--- src/rtl/mem_arbiter.sv ---
// mem_arbiter: shares one memory port between NPORTS requesters
// (port 0 video, port 1 CPU, port 2 DMA/blitter).
//
// - One transfer is outstanding at a time.
// - Video (port 0) wins whenever urgent_i is high; otherwise arbitration is round-robin.
// - Optional feature macro: MEM_ARB_STARVE_EN. When it is defined, each port gets a
//   saturating starvation counter. A port whose counter reaches STARVE_LIMIT outranks
//   urgent_i.
module mem_arbiter #(
    parameter int NPORTS       = 3,
    parameter int ADDR_W       = 24,
    parameter int STARVE_LIMIT = 4
) (
    input  logic                     clk,
    input  logic                     reset_i,
    input  logic [NPORTS-1:0]        req_valid_i,
    output logic [NPORTS-1:0]        req_ready_o,
    input  logic [NPORTS-1:0]        req_we_i,
    input  logic [NPORTS*ADDR_W-1:0] req_addr_i,
    input  logic [NPORTS*32-1:0]     req_wdata_i,
    input  logic [NPORTS*4-1:0]      req_wmask_i,
    input  logic                     urgent_i,
    output logic [NPORTS-1:0]        rsp_valid_o,
    output logic [31:0]              rsp_rdata_o,
    output logic                     mem_valid_o,
    input  logic                     mem_ready_i,
    output logic                     mem_we_o,
    output logic [ADDR_W-1:0]        mem_addr_o,
    output logic [31:0]              mem_wdata_o,
    output logic [3:0]               mem_wmask_o,
    input  logic                     mem_rvalid_i,
    input  logic [31:0]              mem_rdata_i,
    output logic                     busy_o
);

    localparam int IDX_W = $clog2(NPORTS);

    if (NPORTS < 2 || NPORTS > 8) begin : g_bad_nports
        $error("mem_arbiter: NPORTS must be in 2..8");
    end
    if (STARVE_LIMIT < 1 || STARVE_LIMIT > 15) begin : g_bad_limit
        $error("mem_arbiter: STARVE_LIMIT must fit the 4-bit starve counters");
    end

    typedef enum logic [1:0] {ST_IDLE, ST_ISSUE, ST_WAIT} state_t;

    state_t             r_state;
    state_t             w_state_next;
    logic               w_accept;
    logic [NPORTS-1:0]  w_ready;
    logic [IDX_W-1:0]   w_winner;
    logic [IDX_W:0]     w_pick_rr;

    // r_grant is both the current owner and the round-robin pointer.
    logic [IDX_W-1:0]   r_grant;
    logic               r_we;
    logic [ADDR_W-1:0]  r_addr;
    logic [31:0]        r_wdata;
    logic [3:0]         r_wmask;
    logic [NPORTS-1:0]  r_rsp_valid;
    logic [31:0]        r_rsp_rdata;

    logic [ADDR_W-1:0]  w_addr  [NPORTS];
    logic [31:0]        w_wdata [NPORTS];
    logic [3:0]         w_wmask [NPORTS];

    for (genvar n = 0; n < NPORTS; n++) begin : g_unpack
        assign w_addr[n]  = req_addr_i[n*ADDR_W +: ADDR_W];
        assign w_wdata[n] = req_wdata_i[n*32 +: 32];
        assign w_wmask[n] = req_wmask_i[n*4 +: 4];
    end

    // First set bit of mask, scanning last+1, last+2, ... modulo NPORTS.
    // The MSB of the result flags that some bit was found.
    function automatic logic [IDX_W:0] rr_pick(input logic [NPORTS-1:0] mask,
                                               input logic [IDX_W-1:0]  last);
        logic [IDX_W:0]   res;
        logic [IDX_W-1:0] idx;
        res = '0;
        for (int k = 1; k <= NPORTS; k++) begin
            idx = IDX_W'((int'(last) + k) % NPORTS);
            if (!res[IDX_W] && mask[idx]) begin
                res = {1'b1, idx};
            end
        end
        return res;
    endfunction

`ifdef MEM_ARB_STARVE_EN
    logic [3:0]        r_starve [NPORTS];
    logic [NPORTS-1:0] w_starved;
    logic [IDX_W:0]    w_pick_starved;

    // Ports that are waiting and have lost too many grants.
    always_comb begin
        for (int n = 0; n < NPORTS; n++) begin
            w_starved[n] = req_valid_i[n] && (r_starve[n] >= 4'(STARVE_LIMIT));
        end
        w_pick_starved = rr_pick(w_starved, r_grant);
    end

    // Starve counters: cleared on own grant, bumped (saturating) when passed over.
    // NOTE: this small counter array is reset explicitly, unlike a RAM,
    // because arbitration reads it in the first cycle after reset.
    always_ff @(posedge clk) begin
        if (reset_i) begin
            for (int n = 0; n < NPORTS; n++) r_starve[n] <= '0;
        end else if (w_accept) begin
            for (int n = 0; n < NPORTS; n++) begin
                if (IDX_W'(n) == w_winner) begin
                    r_starve[n] <= '0;
                end else if (req_valid_i[n] && r_starve[n] != 4'hF) begin
                    r_starve[n] <= r_starve[n] + 4'd1;
                end
            end
        end
    end
`endif

    // Winner selection: starvation override (optional), then urgent video,
    // then round-robin.
    always_comb begin
        w_pick_rr = rr_pick(req_valid_i, r_grant);
        w_winner  = w_pick_rr[IDX_W-1:0];
        if (urgent_i && req_valid_i[0]) begin
            w_winner = '0;
        end
`ifdef MEM_ARB_STARVE_EN
        if (w_pick_starved[IDX_W]) begin
            w_winner = w_pick_starved[IDX_W-1:0];
        end
`endif
    end

    // FSM state register.
    // NOTE: sequential state uses non-blocking assignments, so every flop
    // samples pre-edge values regardless of block evaluation order.
    always_ff @(posedge clk) begin
        if (reset_i) r_state <= ST_IDLE;
        else         r_state <= w_state_next;
    end

    // Next-state logic and the accept strobe.
    // NOTE: every output of this block is defaulted first, so no path
    // leaves a value unassigned and no latch is inferred.
    always_comb begin
        w_state_next = r_state;
        w_accept     = 1'b0;
        w_ready      = '0;
        case (r_state)
            ST_IDLE: begin
                if (|req_valid_i && !reset_i) begin
                    w_accept     = 1'b1;
                    w_ready      = NPORTS'(1) << w_winner;
                    w_state_next = ST_ISSUE;
                end
            end
            ST_ISSUE: begin
                if (mem_ready_i) w_state_next = r_we ? ST_IDLE : ST_WAIT;
            end
            ST_WAIT: begin
                if (mem_rvalid_i) w_state_next = ST_IDLE;
            end
            default: w_state_next = ST_IDLE;
        endcase
    end

    // Request latch, grant pointer and response generation.
    always_ff @(posedge clk) begin
        if (reset_i) begin
            r_grant     <= IDX_W'(NPORTS - 1);
            r_we        <= 1'b0;
            r_addr      <= '0;
            r_wdata     <= '0;
            r_wmask     <= '0;
            r_rsp_valid <= '0;
            r_rsp_rdata <= '0;
        end else begin
            r_rsp_valid <= '0;
            if (w_accept) begin
                r_grant <= w_winner;
                r_we    <= req_we_i[w_winner];
                r_addr  <= w_addr[w_winner];
                r_wdata <= w_wdata[w_winner];
                r_wmask <= w_wmask[w_winner];
            end
            if (r_state == ST_ISSUE && mem_ready_i && r_we) begin
                r_rsp_valid <= NPORTS'(1) << r_grant;
            end
            if (r_state == ST_WAIT && mem_rvalid_i) begin
                r_rsp_valid <= NPORTS'(1) << r_grant;
                r_rsp_rdata <= mem_rdata_i;
            end
        end
    end

    assign req_ready_o = w_ready;
    assign rsp_valid_o = r_rsp_valid;
    assign rsp_rdata_o = r_rsp_rdata;
    assign mem_valid_o = (r_state == ST_ISSUE);
    assign mem_we_o    = r_we;
    assign mem_addr_o  = r_addr;
    assign mem_wdata_o = r_wdata;
    assign mem_wmask_o = r_wmask;
    assign busy_o      = (r_state != ST_IDLE);

endmodule

--- config.mk ---
export PLATFORM = sky130hd
export DESIGN_NAME = mem_arbiter
export DESIGN_NICKNAME = d
export VERILOG_FILES = /design/src/rtl/mem_arbiter.sv
export SDC_FILE = /design/constraint.sdc
export NUM_CORES = 1
export LEC_CHECK = 0
export BUFFER_PORTS_ARGS = -buffer_cell sky130_fd_sc_hd__buf_2
export CORE_AREA = 2 2 127 129
export CTS_BUF_LIST = sky130_fd_sc_hd__clkbuf_8 sky130_fd_sc_hd__clkbuf_16
export CTS_CLUSTER_SIZE = 28
export DETAILED_ROUTE_END_ITERATION = 8
export DIE_AREA = 0 0 129 131
export MAX_ROUTING_LAYER = met4
export REMOVE_ABC_BUFFERS = 1
export SYNTH_ARGS = -nofsm -noshare
export SYNTH_HDL_FRONTEND = slang
export SYNTH_SLANG_ARGS = --single-unit
--- constraint.sdc ---
create_clock -name clk -period 2.9 [get_ports clk]
set_input_delay 0.29 -clock clk [delete_from_list [all_inputs] [get_ports clk]]
set_output_delay 0.29 -clock clk [all_outputs]
set_load 0.01 [all_outputs]
After elaboration in Yosys (flattened, before gate mapping)
Index checks and enable logic that the tools add are counted.
{"block": "totals", "ff_bits": 100, "latch_bits": 0, "mem_bits_rw": 0, "mem_bits_ro": 0, "input_bits": 223, "output_inout_bits": 101, "elab_cells": 73, "n_memories": 0}
{"block": "op_classes", "addsub": 3, "multipliers": 0, "div_mod_pow": 3, "order_cmp": 5, "n_eq_ne": 5, "shift": 2, "mux": 32, "n_bitwise": 1, "reduce_logical": 14}
{"operator": "remainder unit 32 x 3 -> 32 bit (second input constant)", "count": 3}
{"operator": "binary-select mux 32 bit (select 2 bit)", "count": 1}
{"operator": "two-way mux 32 bit", "count": 2}
{"operator": "binary-select mux 24 bit (select 2 bit)", "count": 1}
{"operator": "two-way mux 24 bit", "count": 2}
{"operator": "two-way mux 3 bit", "count": 6}
{"operator": "less-than comparator 2 x 3 -> 1 bit (second input constant)", "count": 4}
{"operator": "two-way mux 2 bit", "count": 6}
{"operator": "binary-select mux 1 bit (select 2 bit)", "count": 4}
{"operator": "binary-select mux 4 bit (select 2 bit)", "count": 1}
{"operator": "two-way mux 4 bit", "count": 2}
{"operator": "logical AND 1 bit", "count": 7}
{"operator": "adder 2 x 2 -> 3 bit (second input constant)", "count": 2}
{"operator": "two-way mux 1 bit", "count": 6}
{"operator": "case mux 2 bit (3 select lines)", "count": 1}
{"operator": "<< shifter 1 x 2 -> 3 bit (first input constant)", "count": 2}
{"operator": "!= test 2 bit (second input constant)", "count": 2}
{"operator": "adder 2 x 1 -> 3 bit (second input constant)", "count": 1}
{"operator": "greater-or-equal comparator 3 bit (second input constant)", "count": 1}
{"operator": "logical NOT 1 bit", "count": 3}
{"operator": "NOT 2 -> 3 bit", "count": 1}
{"operator": "AND reduction 3 bit", "count": 1}
{"operator": "OR reduction 3 bit", "count": 1}
{"operator": "== test 2 x 1 -> 1 bit (second input constant)", "count": 1}
{"operator": "4 further kinds", "count": 4}

Longest topological paths before layout
{"block": "logic_depth", "ltp_word": 16, "depth_mapped": 10, "mapped_depth_nobuf": 8}

Worst setup path after synthesis
OpenSTA, ideal clock, no wires.
{"block": "synth_path", "path_kind": "reg2reg", "start": "reg r_grant[0]", "end": "reg r_addr[10] (netlist: mem_addr_o[10])", "setup_time_ns": 0.122, "arrival_time_ns": 2.535, "t_required_ns": 2.778, "slack_ns": 0.243, "path_stages_with_launch": 11, "n_path_buf": 2, "synth_period_minus_slack_ns": 2.657, "path_cell_list": "dfxtp_1 inv_1 ha_1 nand2b_1 a32o_1 nor4_4 or2_1 buf_6 nor3_4 buf_6 a221o_1"}
{"block": "synth_via", "elab_chain_cells": 16, "word_cells_on_any_way": 24, "classes_between": "3 x add/sub; 3 x div; 13 x mux; 1 x bitwise; 4 x reduce/logical"}
{"element": "start, declared", "line_no": "55", "rtl": "logic [IDX_W-1:0] r_grant;"}
{"element": "start signal, assigned", "line_no": "171", "rtl": "r_grant <= IDX_W'(NPORTS - 1);"}
{"element": "start signal, assigned", "line_no": "181", "rtl": "r_grant <= w_winner;"}
{"element": "adder 2 x 1 -> 3 bit", "line_no": "81", "rtl": "idx = IDX_W'((int'(last) + k) % NPORTS);"}
{"element": "remainder unit 32 x 3 -> 32 bit", "line_no": "81"}
{"element": "binary-select mux 1 bit (select 2 bit)", "line_no": "82", "rtl": "if (!res[IDX_W] && mask[idx]) begin"}
{"element": "two-way mux 1 bit (not written as such)", "line_no": "82"}
{"element": "two-way mux 3 bit", "line_no": "82"}
{"element": "logical NOT 1 bit", "line_no": "82"}
{"element": "logical AND 1 bit", "line_no": "82"}
{"element": "two-way mux 3 bit", "line_no": "82"}
{"element": "logical NOT 1 bit", "line_no": "82"}
{"element": "logical AND 1 bit", "line_no": "82"}
{"element": "two-way mux 2 bit (*)", "line_no": "82"}
{"element": "two-way mux 2 bit (*)", "line_no": "125", "rtl": "if (urgent_i && req_valid_i[0]) begin"}
{"element": "NOT 2 -> 3 bit (not written as such) (*)", "line_no": "183", "rtl": "r_addr <= w_addr[w_winner];"}
{"element": "binary-select mux 24 bit (select 2 bit) (*)", "line_no": "183"}
{"element": "two-way mux 24 bit (not written as such) (*) (2 in a row)", "line_no": "183"}
{"element": "end signal, assigned", "line_no": "183"}
{"element": "end, declared", "line_no": "57", "rtl": "logic [ADDR_W-1:0] r_addr;"}
Mark *: on every way between the ends. The rest lies on a longest branch, timed or not. The select of a mux whose other input is x is not followed.
A chain may end at the register's enable or synchronous reset.

Worst setup path after layout
{"block": "layout_path", "start": "reg r_grant[0]", "end": "out req_ready_o[2]"}
{"block": "layout_via", "elab_chain_cells": 15, "word_cells_on_any_way": 23, "classes_between": "3 x add/sub; 3 x div; 1 x shift; 12 x mux; 4 x reduce/logical"}
{"element": "adder 2 x 1 -> 3 bit", "line_no": "81"}
{"element": "remainder unit 32 x 3 -> 32 bit", "line_no": "81"}
{"element": "binary-select mux 1 bit (select 2 bit)", "line_no": "82"}
{"element": "two-way mux 1 bit (not written as such)", "line_no": "82"}
{"element": "two-way mux 3 bit", "line_no": "82"}
{"element": "logical NOT 1 bit", "line_no": "82"}
{"element": "logical AND 1 bit", "line_no": "82"}
{"element": "two-way mux 3 bit", "line_no": "82"}
{"element": "logical NOT 1 bit", "line_no": "82"}
{"element": "logical AND 1 bit", "line_no": "82"}
{"element": "two-way mux 2 bit (*)", "line_no": "82"}
{"element": "two-way mux 2 bit (*)", "line_no": "125"}
{"element": "<< shifter 1 x 2 -> 3 bit (*)", "line_no": "154", "rtl": "w_ready = NPORTS'(1) << w_winner;"}
{"element": "two-way mux 3 bit (*)", "line_no": "152", "rtl": "if (|req_valid_i && !reset_i) begin"}
{"element": "two-way mux 3 bit (*)", "line_no": "150", "rtl": "case (r_state)"}
{"element": "end, declared", "line_no": "17", "rtl": "output logic [NPORTS-1:0] req_ready_o,"}
Marks and branches as above.

==> flow_summary.toml <==
[final_layout]
final_area_um2 = 6960
fillerInstances = 1610
number_of_nets_in_the_final_layout = 1090
finalNonFillerCells = 1085
multi_input_area_um2 = 2540
combined_flip_flop_and_latch_cell_area_um2 = 2000
drive_above_1_share_pct = 43.1
mostFrequentLayoutCells = "sky130_fd_sc_hd__buf_2 (323), sky130_fd_sc_hd__nand2_1 (110), sky130_fd_sc_hd__dfxtp_1 (99)"
final_common_cell = "sky130_fd_sc_hd__buf_2"
areaGrowthSynthToFinish_pct = 46.5

[cts]
tritoncts = "yes"
postCtsHoldBufs = 0
cts.sinks = 100
cts_root_buffer = "sky130_fd_sc_hd__clkbuf_16"
h-tree-depth = 3
cts.clk_slew.worst_paths_ns = 0.07
insertion_delay_ns = 0.34
numCtsBuffers = 9
cts_buffer_depth = 2

[logic_synthesis]
synthDistinctLibCells = 40
postSynthRegisterBits = 100
share_of_synthesized_area_occupied_by_flip_flops_and_latches_pct = 42.1
synth-warning-count = 0
syn_inst = 561
yosys-top-cells-area = "sky130_fd_sc_hd__dfxtp_1 (42%), sky130_fd_sc_hd__nand3b_1 (9.8%), sky130_fd_sc_hd__a221o_1 (9.1%), sky130_fd_sc_hd__nand2_1 (8.7%), sky130_fd_sc_hd__o21ai_0 (8.3%)"
synth.avg_cell_area_um2 = 8.48
ys_async_sr_fraction_pct = 0
synth-edff-count = 0
netlist.area_leader.share_pct = 42.1
synth_ff_type = "sky130_fd_sc_hd__dfxtp_1"
synth_largest_area_cell = "sky130_fd_sc_hd__dfxtp_1"
post_synth_instance_area_um2 = 4750

[power_and_ir_drop]
pwr_density_cell_nw_per_um2 = 601
seq_power_share_pct = 40.1
power_report.internal_total_mw = 2.88
p_sw_share_pct = 31.1
peak_supply_drop_uv = 332
power_frac_clock_pct = 31.0
power_frac_comb_pct = 28.9
total_leakage_power_nw = 3.18
p_sw_mw = 1.30

[drt]
drc = 0
routed-via-count = 5398
routedWlPerCell_um = 16.7
vias_per_cell = 4.98
drt-total-wl_mm = 18.1
drt_first_pass_iters = 4
final_antenna_net_count = 0
first_drt_iteration_drcs = 233

[critical_path]
r2r_cells = 9
cp_num_cells = 8
cp-endpoint = "req_ready_o[2]"
critical_path.slowest_cell = "sky130_fd_sc_hd__o31a_2"
worstSetupStartpoint = "r_grant[0]"
critical_path.max_fanout = 63
critical_path_buf_inv_count = 3
critical_r2r_capture = "mem_we_o"
crit_path_arrival_time_ns = 2.53
worstSetupPathType = "reg -> out"
crit_path_end_kind = "output pin"
worstPathCellList = "inv_1 > ha_4 > mux2_4 > a32o_2 > o31a_2 > buf_12 > nor2_1 > buf_2"
worstSetupStartpointType = "flop"
timing.critical_path.max_delay_family = "compound AO/OA/AOI/OAI gates"
critPathRequiredTime_ns = 2.61
critical_path.max_stage_delay_ns = 0.39
reg2reg_setup_slack_ns = 0.18
r2r-start = "r_grant[0]"

[job]
timing.max_cap.violations = 0

[run_status]
run_status = "completed"

[floorplanning]
die_y_um = 131
die_area_um2 = 16900
core_region_area_um2 = 15600
chipWidth_um = 129
rows = 46
io-pin-count = 324
initial_core_util_pct = 30.5

[place]
placed_cell_area_um2 = 6570
place.gp.congestion = 0.804
place_inst = 1064
port-buffer-count = 323
hpwlAfterDp_mm = 12.6

[sta]
slew_headroom_pct = 38.6
hold_viol = 0
timing.final.crit_share_pct = 97.4
worst_pin_slew_ns = 0.921
period_needed_ns = 2.82
timing.clock.skew_ns = 0.00916
finalMaxSlewViolations = 0
final-setup-viol-count = 0
fmaxAchievable_ghz = 0.354

[min_path]
min-delay-path-class = "in -> reg"

[grt]
grt_start_max_net_pins = 98
grt_first_pass_wirelength_mm = 26.5
global_route.usage.total_pct = 20.6
antenna_found_initial = 3
grt_overflow = 0
grt_pass1_vias = 4958
==> registers in the layout, indices dropped and copies added (netlist names) <==
name	cells
rsp_valid_o	3
mem_wdata_o	32
mem_we_o	1
r_grant	2
r_state	2
rsp_rdata_o	32
mem_wmask_o	4
mem_addr_o	24
==> synth_stat cells, types with 4 or more instances <==
library cell,number
sky130_fd_sc_hd__a221o_1,43
sky130_fd_sc_hd__a211oi_1,18
sky130_fd_sc_hd__nand2_1,110
sky130_fd_sc_hd__nor2_1,4
sky130_fd_sc_hd__nor3b_1,19
sky130_fd_sc_hd__a21oi_1,34
sky130_fd_sc_hd__buf_2,5
sky130_fd_sc_hd__nand3b_1,62
sky130_fd_sc_hd__ha_1,5
sky130_fd_sc_hd__dfxtp_1,100
sky130_fd_sc_hd__buf_6,5
sky130_fd_sc_hd__clkbuf_1,39
sky130_fd_sc_hd__nand2b_1,4
sky130_fd_sc_hd__o21ai_0,79
==> per-layer routing <==
| metal | vias up | GRT usage [%] | wire length, µm |
|---|---|---|---|
| met5 | - | - | 0 |
| met4 | 0 | 7.29 | 247 |
| met3 | 20 | 4.32 | 1360 |
| met2 | 244 | 34.0 | 8780 |
| met1 | 2491 | 25.1 | 7710 |
| li1 | 2643 | - | - |
==> kinds of logic (layout without fill, tap and decap cells) <==
| logic type | Yosys count | count (layout) | synth area share (%) |
|---|---|---|---|
| and+or+nand+nor | 216 | 216 | 25.2 |
| AOI/OAI and AO/OA | 183 | 183 | 25.5 |
| muxes | 2 | 2 | 0.526 |
| other | 0 | 3 | 0 |
| buffers and inverters | 55 | 360 | 5.42 |
| adders and majority gates | 5 | 5 | 1.32 |
| DFF | 100 | 100 | 42.1 |
==> layout make-up <==
cell class | count | area share [%]
diodes | 3 | 0.108
clock buffers | 9 | 3.23
clock inverters | 6 | 1.26
inverters | 3 | 0.162
multi-input cells | 406 | 36.5
flip-flops and latches | 100 | 28.8
well taps | 216 | 3.88
repair buffers | 342 | 26.1
==> through the flow <==
| stage | setup WS [ns] | TNS, ns | utilization, % | total power [mW] | hold slack, ns |
|---|---|---|---|---|---|
| after floorplan | -3.23 | -188.27 | - | 2.29 | 0.359 |
| after global placement | 0.153 | 0 | 42.1 | 2.88 | 0.440 |
| after detailed placement | 0.0991 | 0 | 42.1 | 2.88 | 0.443 |
| after CTS | 0.0168 | 0 | 44.2 | 4.21 | 0.145 |
| after global routing | -0.00794 | -0.00794 | 44.6 | 4.42 | 0.152 |
| final | 0.0762 | 0 | 44.6 | 4.19 | 0.161 |
==> worst reg2reg max path: cells and delay by family (launching register included) <==
| family | cells | cell delay, ns |
|---|---|---|
| flip-flops | 1 | 0.34 |
| multiplexers | 1 | 0.30 |
| AO/OA/AOI/OAI | 3 | 1.05 |
| buffers and inverters | 3 | 0.55 |
| adder cells (fa/ha/maj) | 1 | 0.20 |
| AND/OR/NAND/NOR | 1 | 0.18 |
==> worst min path at each step <==
stage,startpoint,to,slack [ns],depth (start not counted)
after floorplan,reset_i,rsp_rdata_o[0],0.36,1
after global placement,rsp_rdata_o[13],rsp_rdata_o[13],0.44,2
after detailed placement,rsp_rdata_o[29],rsp_rdata_o[29],0.44,2
after CTS,req_wdata_i[27],mem_wdata_o[27],0.14,2
after global routing,req_addr_i[9],mem_addr_o[9],0.15,2
final,req_wdata_i[8],mem_wdata_o[8],0.16,2
==> power groups by stage <==
stage	clock network, mW	registers [mW]	logic (mW)
after floorplan	0	1.79	0.502
after global placement	0	1.70	1.18
after detailed placement	0	1.70	1.18
after CTS	1.34	1.68	1.19
after global routing	1.39	1.71	1.33
final	1.30	1.68	1.21
==> what timing repair did <==
action                     4_1_cts  5_1_grt
resized for setup                5        4
setup endpoints to repair        2        3
pin swaps                        1        1
buffers inserted                 1        1
cloned                           0        1
Note: power is estimated with default switching activity, not from simulation.
